`config.mk`:
```
export PLATFORM = sky130hd
export DESIGN_NAME = lane_lfsr16
export DESIGN_NICKNAME = d
export VERILOG_FILES = /design/src/rtl/lane_channel_pkg.sv /design/src/rtl/lane_lfsr16.sv
export SDC_FILE = /design/constraint.sdc
export NUM_CORES = 1
export LEC_CHECK = 0
export BUFFER_PORTS_ARGS = -buffer_cell sky130_fd_sc_hd__buf_2
export CAP_MARGIN = 5
export CORE_AREA = 3 3 40 42
export DETAILED_ROUTE_END_ITERATION = 12
export DIE_AREA = 0 0 43 45
export GPL_TIMING_DRIVEN = 0
export PLACE_DENSITY = 0.66
export SKIP_LAST_GASP = 1
export SLEW_MARGIN = 25
export SYNTH_ARGS = -nofsm -noshare
export SYNTH_HDL_FRONTEND = slang
export SYNTH_SLANG_ARGS = --single-unit
```
`constraint.sdc`:
```
create_clock -name clk -period 0.8 [get_ports clk]
set_input_delay 0.16 -clock clk [delete_from_list [all_inputs] [get_ports clk]]
set_output_delay 0.16 -clock clk [all_outputs]
set_load 0.05 [all_outputs]
```
`src/rtl/lane_channel_pkg.sv`:
```
// lane_channel_pkg: shared types and constants for the lane channel model.
//   lane_state_e : RUN / SETTLE channel state
//   LFSR_SEED    : reset value of the error-injection LFSR
//   LFSR_TAPS    : feedback mask for x^16+x^14+x^13+x^11+1
//   lfsr_step()  : one Fibonacci shift of the 16-bit LFSR
package lane_channel_pkg;

  typedef enum logic {
    RUN    = 1'b0,
    SETTLE = 1'b1
  } lane_state_e;

  localparam logic [15:0] LFSR_SEED = 16'hACE1;
  // bits 15,13,12,10 correspond to polynomial terms x^16, x^14, x^13, x^11
  localparam logic [15:0] LFSR_TAPS = 16'hB400;

  function automatic logic [15:0] lfsr_step(input logic [15:0] s);
    return {s[14:0], ^(s & LFSR_TAPS)};
  endfunction

endpackage

```
`src/rtl/lane_lfsr16.sv`:
```
// lane_lfsr16: free-running 16-bit maximal-length LFSR used as the
// pseudo-random source for bit-error injection.
//   clk  : bit clock
//   res  : synchronous active-high reset, reloads LFSR_SEED
//   lfsr : current LFSR state, advances every cycle while res=0
module lane_lfsr16
  import lane_channel_pkg::*;
(
  input  logic        clk,
  input  logic        res,
  output logic [15:0] lfsr
);

  logic [15:0] r_lfsr;

  always_ff @(posedge clk) begin
    if (res) r_lfsr <= LFSR_SEED;
    else     r_lfsr <= lfsr_step(r_lfsr);
  end

  assign lfsr = r_lfsr;

endmodule

```
Word level (Yosys, flattened, before mapping) --
Cells that the tools add are included.
Word-level totals: register bits 16, bits in latches 0, RAM bits 0, bits in read-only memories 0, bits of input ports 2, memories kept 0
Operators by class: $add $sub $neg 0, multipliers 0, divide/modulo/power cells 0, magnitude comparators 0, equality and inequality tests 0, shift operators 0, mux-type cells 0, bitwise gates (word level) 0, reductions and logical operators 1
Operators by type and width (number):
- $reduce_xor 16->1 | 1

Longest topological paths before layout --
depth after elaboration 1, gate-level depth with buffers 3

Least setup slack after synthesis --
No wires, ideal clock.
kind register -> register, from register r_lfsr[13], in the netlist lfsr[13], to register r_lfsr[0], in the netlist lfsr[0], setup time 117 ps, arrival time 1028 ps, path slack -345 ps, stages on the path, launching flop included 4, buffers on the path 0, clock period less this slack 1145 ps, path through dfxtp_1 -> xor2_1 -> xnor2_1 -> nand2b_1
On the way: longest elaborated chain between the ends 1
Ends and longest elaborated chain:
- from (decl) | RTL line lane_lfsr16.sv:14 | logic [15:0] r_lfsr;
- from (signal assigned) | RTL line lane_lfsr16.sv:18 | else r_lfsr <= lfsr_step(r_lfsr);
- $reduce_xor 16->1 | RTL line lane_channel_pkg.sv:18 | return {s[14:0], ^(s & LFSR_TAPS)};
Every way passes these cells. A chain may end at the register's enable or synchronous reset.

Final worst setup path --
from register r_lfsr[10], in the netlist lfsr[10], to output port lfsr[10]
RTL lines:
- to (decl) | RTL line lane_lfsr16.sv:11 | output logic [15:0] lfsr
No word-level cell between the ends.

==> results.cfg <==
[drt]
drt_iter0_markers = 0
drtPass1Iterations = 1
vias = 300
drtAntennaViolNets = 0
post_drt_wl_per_cell_um = 11.03
drt-total-wl_um = 794
routed_via_density = 4.167
drc = 0

[logic_synthesis]
synth.most_common_cell = dfxtp_1
ys_seq_area_share_pct = 70.52
synth_nets = 38
synth_cell_types = 7
synth_top_cell_by_area = dfxtp_1
synth_edf_count = 0
ys_ff_latch = 16
yosysWarnings = 0
synth_area_per_cell_um2 = 12.62
synth_top_area_share_pct = 70.52
yosys_most_used_dff = dfxtp_1
synthTopCellsByCount = dfxtp_1, nor2b_1, or2_1
syn-cell-area_um2 = 454.2
ys_async_sr_fraction_pct = 0
synth_area_leaders = dfxtp_1, nor2b_1, or2_1, xor2_1, xnor2_1
synthCells = 36

[sta]
tightest_slew_ns = 0.1522
max_slew_margin_pct = 89.82
fin_hold_ws_ns = 0.1131
max_freq_mhz = 1033
post-route-period-util_pct = 121.0
min_period_ns = 0.9677
final_max_slew_viol_count = 0
finalSetupViolations = 17
skew_ns = 0.01145
hold_violations = 0
rsz0062_at_grt = yes
finalWorstSetupSlack_ns = -0.1677

[cts]
clock_path_buffers = 2
insertion_delay_ns = 0.28
cts_tree = done
cts_hold_buf = 0
post-cts-setup-buffers = 0
cts_buffers = 3
cts_htree_levels = 1
cts-root-buf = clkbuf_4
clk_pin_slew_ns = 0.09
numClockSinks = 16

[power]
pwr-share-comb_pct = 24.6
p_leak_uw = 0.0003136
switchingPower_uw = 526.7
swShare_pct = 29.94
total_power_uw = 1759
intPower_uw = 1233
power_frac_clock_pct = 23.7
peakVddDrop_v = 0.001342
p_per_area_mw_per_mm2 = 2328
seqPwrFrac_pct = 51.8

[run]
cap_violations = 0

[worst_setup_path]
cp.arrival_ns = 0.81
r2r-start = lfsr[10]$_SDFF_PP1_
required_ns = 0.64
max_stage_delay_ns = 0.38
crit_buf_inv = 1
crit_path_max_fanout = 3
path_class = reg2out
crit_chain = buf_8
crit_start = lfsr[10]$_SDFF_PP1_
critPathLaunchType = flop
cp_slowest_cell = dfxtp_4
worstSetupEndpointType = primary output
cp_top_family = flip-flops

[global_route]
grt_pass1_wl_um = 1421
gr-total-overflow = 0
grt_pass1_vias = 303
grt_max_degree = 11
antenna_found_initial = 0
gr-usage-all-layers_pct = 10.24

[final_layout]
largest_register_ffs = 16
antenna_cells = 0
synthToLayoutAreaGrowth_pct = 66.39
fill_cells = 112
drive_above_1_share_pct = 66.67
final_util_pct = 58.81
nNetsFinal = 60
finalInstanceArea_um2 = 755.7

[floorplanning]
initial_utilization_pct = 35.35
io_pins = 18
dieWidth_um = 43
die_h_um = 45
dieArea_mm2 = 0.001935
core-area_mm2 = 0.001285
row_count = 13

[placement]
placed_area_um2 = 586.8
io_buffer_count = 17
place.gp.congestion = 0.6409
pre_cts_ws_ns = -0.05418

[run_status]
violations = negative setup slack
status = complete, but fails checks

[hold_path]
hold_class = in2reg
min-delay-start = res
## layout by cell type, fill, tap and decap left out, drive strengths merged
| master | instances |
|---|---|
| buf | 18 |
| clkbuf | 4 |
| dfxtp | 16 |
| nand2b | 1 |
| nor2b | 8 |
| or2 | 7 |
| xnor2 | 1 |
| xor2 | 2 |
## cell families after synthesis
| kind of cell | after synthesis | share of synthesized area, % |
|---|---|---|
| buffers and inverters | 1 | 1.654 |
| xor gates and xnor gates | 3 | 5.786 |
| and+or+nand+nor | 16 | 22.04 |
| DFF | 16 | 70.52 |
## per-layer routing
layer | GRT usage (%) | vias up | routed length, µm
li1 | - | 149 | -
met1 | 12.84 | 138 | 369
met2 | 15.27 | 11 | 352
met3 | 2.789 | 2 | 60
met4 | 7.229 | 0 | 10
met5 | 0 | - | 0
## power groups by stage
| stage | Sequential (µW) | Clock (µW) | Combinational [µW] |
|---|---|---|---|
| 2_1_floorplan | 1110 | 0 | 60.1 |
| 3_3_place_gp | 904 | 0 | 335 |
| 3_5_place_dp | 903 | 0 | 337 |
| 4_1_cts | 906 | 443 | 426 |
| 5_1_grt | 920 | 464 | 455 |
| 6_report | 911 | 416 | 432 |
## area by class of cell
class,instances,area (µm²),share of cell area (%)
Tap cell,15,18.77,2.483
Timing Repair Buffer,17,219.0,28.97
Clock buffer,4,26.28,3.477
Multi-Input combinational cell,19,133.9,17.72
Sequential cell,16,350.3,46.36
Buffer,1,7.507,0.9934
## what timing repair did
| action | 4_1_cts | 5_1_grt |
|---|---|---|
| resized for setup | 39 | 4 |
| endpoints found under the setup margin | 17 | 17 |
| hold endpoints to repair | 0 | 0 |
## final timing paths
| kind | end | slack (ns) | cells after the start |
|---|---|---|---|
| hold / removal | lfsr[14]$_SDFF_PP0_ | 0.11 | 2 |
| hold reg to reg | lfsr[5]$_SDFF_PP1_ | 0.45 | 1 |
| setup reg to reg | lfsr[0]$_SDFF_PP1_ | -0.09 | 3 |
| setup / recovery | lfsr[10] | -0.17 | 1 |
## metrics by stage
step	cells	TNS, ns
3_3_place_gp	68	-0.08505
5_1_grt	72	-2.735
4_1_cts	72	-2.353
3_5_place_dp	68	-0.1342
2_1_floorplan	36	-0.1497
6_report	72	-2.158
(Power assumes the default switching activity.)
